$ cat src/rtl/mem_arbiter.sv
// Two-port (CPU/DMA) arbiter in front of a single-port data memory.
// Each accepted request takes ACCESS then RESP; a new grant may overlap RESP.
module mem_arbiter #(
  parameter int WIDTH = 64,
  parameter bit RR    = 1'b1
) (
  input  logic             clock,
  input  logic             reset,
  input  logic [1:0]       req_valid,
  output logic [1:0]       req_ready,
  input  logic [WIDTH-1:0] req_addr0,
  input  logic [WIDTH-1:0] req_addr1,
  input  logic [WIDTH-1:0] req_wdata0,
  input  logic [WIDTH-1:0] req_wdata1,
  input  logic [1:0]       req_word_we,
  input  logic [1:0]       req_byte_we,
  output logic [1:0]       resp_valid,
  output logic [WIDTH-1:0] resp_rdata,
  output logic [WIDTH-1:0] mem_addr,
  output logic [WIDTH-1:0] mem_wdata,
  output logic             mem_word_we,
  output logic             mem_byte_we,
  input  logic [WIDTH-1:0] mem_rdata,
  output logic             busy
);

  typedef enum logic [1:0] {IDLE, ACCESS, RESP} state_t;

  state_t           state;
  logic             last_grant;
  logic             port_q;
  logic             word_q;
  logic             byte_q;
  logic [WIDTH-1:0] addr_q;
  logic [WIDTH-1:0] wdata_q;
  logic [WIDTH-1:0] rdata_q;

  logic             win_port;
  logic [1:0]       grant;
  logic [WIDTH-1:0] sel_addr;
  logic [WIDTH-1:0] sel_wdata;
  logic             sel_word;
  logic             sel_byte;

  // NOTE: every signal written here gets a default first so no latch is inferred.
  always_comb begin
    win_port = 1'b0;
    if (req_valid == 2'b10)
      win_port = 1'b1;
    else if (req_valid == 2'b11 && RR)
      win_port = ~last_grant;

    grant = 2'b00;
    if ((state == IDLE || state == RESP) && !reset && (|req_valid))
      grant[win_port] = 1'b1;

    sel_addr  = win_port ? req_addr1  : req_addr0;
    sel_wdata = win_port ? req_wdata1 : req_wdata0;
    sel_word  = req_word_we[win_port];
    // Word store takes precedence over byte store when both are requested.
    sel_byte  = req_byte_we[win_port] & ~sel_word;
  end

  // NOTE: sequential state uses non-blocking assignments only, so every
  // register samples the pre-edge values of the others.
  always_ff @(posedge clock) begin
    if (reset) begin
      state      <= IDLE;
      last_grant <= 1'b1;
      port_q     <= 1'b0;
      word_q     <= 1'b0;
      byte_q     <= 1'b0;
      addr_q     <= '0;
      wdata_q    <= '0;
      rdata_q    <= '0;
    end else begin
      case (state)
        IDLE, RESP: begin
          if (|grant) begin
            state      <= ACCESS;
            last_grant <= win_port;
            port_q     <= win_port;
            word_q     <= sel_word;
            byte_q     <= sel_byte;
            addr_q     <= sel_word ? {sel_addr[WIDTH-1:3], 3'b000} : sel_addr;
            wdata_q    <= sel_wdata;
          end else begin
            state <= IDLE;
          end
        end
        ACCESS: begin
          // Captured before the store commits, so a store returns the old word.
          rdata_q <= mem_rdata;
          state   <= RESP;
        end
        default: state <= IDLE;
      endcase
    end
  end

  // Reset gates the strobes immediately so an in-flight access or response is dropped.
  assign req_ready   = grant;
  assign mem_addr    = addr_q;
  assign mem_wdata   = wdata_q;
  assign mem_word_we = (state == ACCESS) && word_q && !reset;
  assign mem_byte_we = (state == ACCESS) && byte_q && !reset;
  assign resp_valid  = (state == RESP && !reset) ? (port_q ? 2'b10 : 2'b01) : 2'b00;
  assign resp_rdata  = rdata_q;
  assign busy        = (state != IDLE);

endmodule

$ cat config.mk
export PLATFORM = sky130hd
export DESIGN_NAME = mem_arbiter
export DESIGN_NICKNAME = d
export VERILOG_FILES = /design/src/rtl/mem_arbiter.sv
export SDC_FILE = /design/constraint.sdc
export NUM_CORES = 1
export LEC_CHECK = 0
export ABC_AREA = 1
export BUFFER_PORTS_ARGS = -buffer_cell sky130_fd_sc_hd__buf_2
export CORE_AREA = 2 2 207 209
export CTS_CLUSTER_SIZE = 24
export DETAILED_ROUTE_END_ITERATION = 12
export DIE_AREA = 0 0 209 211
export HOLD_SLACK_MARGIN = 0.15
export RECOVER_POWER = 50
export SYNTH_ARGS = -nofsm -noshare
export SYNTH_HDL_FRONTEND = slang
export SYNTH_SLANG_ARGS = --single-unit
$ cat constraint.sdc
create_clock -name clock -period 4.11 [get_ports clock]
set_clock_uncertainty 0.2 [all_clocks]
set_input_delay 0 -clock clock [delete_from_list [all_inputs] [get_ports clock]]
set_output_delay 0 -clock clock [all_outputs]
set_load 0.01 [all_outputs]
==> results of run 1 <==
==> logic make-up after synthesis <==
kind of cell    after synthesis  share of synthesized area [%]
compound gates              197                          11.76
buf+inv                     101                          6.284
flops                       198                          46.62
simple gates                793                          35.33
==> through the flow <==
step	utilization (%)	setup slack (ns)	hold WS [ns]	instance area, sq um
detailed placement	27.39	1.728	0.06047	11440
global placement	27.39	1.778	0.05152	11440
floorplan	-	2.753	-0.03569	8502
==> impl_metrics.toml, run 1 <==
[status]
error = "[ERROR RSZ-0060] Max buffer count reached."
flow.stopped_at = "clock tree synthesis (4_1_cts)"
status = "stopped before the end"

[floorplanning]
start_util_pct = 20.36
rows = 75
io_pins = 527
fp.dieW_um = 209
die_h_um = 211

[placement]
dp_hpwl_um = 23810
routabilityCongestion = 0.8229
io_buffers = 526
dp_cells = 2274

[logic_synthesis]
syn_nets = 1617
synth-edff-count = 0
yosys-top-cells-count = "nand2_1, dfxtp_1, nor2_1"
syn_area_sq_um = 8502
ys_types = 18
ys.flop_type = "dfxtp_1"
synth-seq-cells = 198
yosysWarnings = 0
synthCells = 1289
synth.most_common_cell = "nand2_1"
yosysSeqAreaShare_pct = 46.62
avgSynthCellArea_sq_um = 6.596
synthTopCellsByArea = "dfxtp_1, nand2_1, a21oi_1"
ys_async_sr_fraction_pct = 0
synth_top_area_cell = "dfxtp_1"
netlist.area_leader.share_pct = 46.62

[clock_tree]
cts.sinks = 198
root_buffer = "clkbuf_16"
cts_hold_repair.buffers = 462
cts_made_buffers = 17
cts_setup_buffers = 0
cts_buffer_depth = 2
ctsResizeCount = 0
cts-htree-levels = 4
==> inputs of run 2 (changes only) <==
--- a/config.mk
+++ b/config.mk
@@ -7,11 +7,9 @@
 export LEC_CHECK = 0
 export ABC_AREA = 1
 export BUFFER_PORTS_ARGS = -buffer_cell sky130_fd_sc_hd__buf_2
-export CORE_AREA = 2 2 207 209
-export CTS_CLUSTER_SIZE = 24
+export CORE_UTILIZATION = 20
 export DETAILED_ROUTE_END_ITERATION = 12
-export DIE_AREA = 0 0 209 211
-export HOLD_SLACK_MARGIN = 0.15
+export PLACE_DENSITY_LB_ADDON = 0.15
 export RECOVER_POWER = 50
 export SYNTH_ARGS = -nofsm -noshare
 export SYNTH_HDL_FRONTEND = slang
==> impl_metrics.toml, run 2 <==
[floorplanning]
rows = 75
design.core.area_sq_um = 41950
die-area_sq_um = 43340
io_pins = 527
fp.dieW_um = 208.2
die_h_um = 208.2
start_util_pct = 20.27

[sta]
finalCriticalPeriod_ns = 3.774
period_share_pct = 91.82
setup_slack_ns = 0.3363
hold_ws_ns = -0.01079
rsz0062_at_grt = "false"
slew_viol_final = 67
hold_viol_final = 1
tightest_slew_ns = 2.500
setup_tns_ns = 0
fmax_mhz = 265.0
setup_viol = 0
relSlewSlack_pct = -66.68

[placement]
dp_slack_ns = 1.125
io_buffers = 526
routabilityCongestion = 0.7750
dp_hpwl_um = 26560
placed_area_sq_um = 11410

[pwr]
peakVddDrop_uv = 208.4
power_density_nw_per_um2 = 331.1
leakagePower_nw = 7.090

[clock_tree]
cts_buffer_depth = 2
cts.sinks = 198
insertion_delay_ns = 0.46
cts_tree = "built"
root_buffer = "clkbuf_16"
cts_setup_buffers = 0
cts_made_buffers = 17
cts.clk_slew.worst_paths_ns = 0.07
cts-htree-levels = 4

[logic_synthesis]
yosys-top-cells-count = "nand2_1, dfxtp_1, nor2_1"
synth_top_area_cell = "dfxtp_1"
synthCells = 1289
synth_top_family_by_area = "simple AND/OR/NAND/NOR gates"
synthTopCellsByArea = "dfxtp_1, nand2_1, a21oi_1"
avgSynthCellArea_sq_um = 6.596
yosysSeqAreaShare_pct = 46.62
ys_async_sr_fraction_pct = 0
synth_fa_ha_area_share_pct = 0
yosysWarnings = 0
muxShareOfSynthArea_pct = 0
ys_types = 18
netlist.area_leader.share_pct = 46.62
ys.flop_type = "dfxtp_1"
synth.most_common_cell = "nand2_1"
synth-simple-area-share_pct = 35.33
synth-xor-area-share_pct = 0
syn_nets = 1617
synth-edff-count = 0
syn_area_sq_um = 8502
synth-seq-cells = 198
synth-compound-area-share_pct = 11.76

[global_routing]
grt_max_degree = 93
antenna_found_initial = 5
grt_pass1_vias = 11010
grt_overflow_total = 0
grt.total_usage_pct = 17.88
grt_pass1_wl_um = 60030

[finish]
seq_area_sq_um = 3964
fin_nets = 2447
fin_area_sq_um = 15430
drive_above_1_share_pct = 17.78
area_growth_pct = 81.46
layout_commonest_cell = "nand2_1"
num-fill-cells = 4596
final_core_util_pct = 36.78
multi_input_area_sq_um = 4001
layout_common_cells = "nand2_1, dlygate4sd3_1, buf_2"

[routing]
wl_met1_um = 16250
detail_route.wl_per_cell_um = 14.74
met3_length_um = 2765
routed_wl_um = 39420
met2_wirelength_um = 19390
drc = 0
drt_iter0_markers = 486
dr.pass1.iters = 5
top_layer_used = "met5"
via_per_inst = 4.197
drtAntennaViolNets = 0
num_vias = 11220

[hold_path]
hold_start = "req_valid[0]"
whs_endpoint = "state[0]"
hp-class = "in -> reg"
min_path_cells = 3

[critical_path]
cp_max_fo = 71
cpMostUsedCell = "nand2_1"
rr_endpoint = "mem_wdata[46]"
cpLargestDelayFamily = "buffers and inverters"
critPathArrivalTime_ns = 3.97
r2r_slack_ns = 0.34
worst-path-buf-inv = 4
timing.rr.start = "last_grant"
crit_path_max_incr_delay_ns = 0.58
path_cells = "nand2_2 > nand2_4 > inv_8 > buf_4 > nand2_1 > nand2_1 > dlygate4sd3_1 > nand2_1 > a21oi_1 > dlygate4sd3_1"
endpoint_kind = "register"
slowest_stage = "inv_8"
r2r_cells = 10
path_class = "reg -> reg"
critical_path_required_ns = 4.31
critPathLaunchType = "register"

[run]
drv_cap = 1

[status]
violations = "negative hold slack, max-capacitance violations, max-slew violations"
status = "finished with violations"
-- run 2: cell type report --
cell class	instances	share of cell area, %
inverter	9	0.2839
sequential	198	25.69
multi-input combinational	990	25.94
tap	539	4.371
timing repair buffer	903	39.87
clock inverter	12	0.9002
antenna	3	0.04866
clock buffer	20	2.895
-- run 2: power breakdown --
group	internal, mW	leakage [nW]	switching, mW
registers	2.05	1.62	0.0688
logic	0.613	5.18	0.614
clock network	0.925	0.287	0.835
total	3.59	7.09	1.52
-- run 2: repair_timing --
action | 4_1_cts | 5_1_grt
endpoints found under the hold margin | 197 | 0
hold buffers | 367 | 0
endpoints found under the setup margin | 0 | 19
gates resized for setup | 0 | 2
-- run 2: worst min-delay path: stages --
cell     delay (ns)
buf_2          0.13
o21ai_4        0.15
inv_4          0.19
-- run 2: stage by stage --
stage | power [mW] | instances
global placement | 3.080 | 2272
CTS | 5.221 | 2671
floorplan | 2.663 | 1289
detailed placement | 3.081 | 2272
finish | 5.108 | 2674
global route | 5.403 | 2673
-- run 2: worst max-delay path by stage --
stage          startpoint            end  slack, ns  cells after the start
2_1_floorplan  last_grant   mem_addr[10]       2.75                      9
3_3_place_gp   last_grant  mem_wdata[46]       1.16                      8
3_5_place_dp   last_grant  mem_wdata[46]       1.12                      8
4_1_cts        last_grant  mem_wdata[46]       0.03                     10
5_1_grt        last_grant  mem_wdata[46]       0.07                     10
6_report       last_grant  mem_wdata[46]       0.34                     10
-- run 2: metal layers --
| layer | vias to the layer above | global-route usage (%) |
|---|---|---|
| li1 | 5673 | - |
| met1 | 5116 | 19.89 |
| met2 | 376 | 31.72 |
| met3 | 55 | 5.721 |
| met4 | 4 | 6.539 |
| met5 | - | 0 |
-- run 2: kinds of logic after synthesis --
kind of cell	Yosys count
and+or+nand+nor	793
DFF	198
AOI/OAI and AO/OA	197
buffers and inverters	101
(Power assumes the default switching activity.)
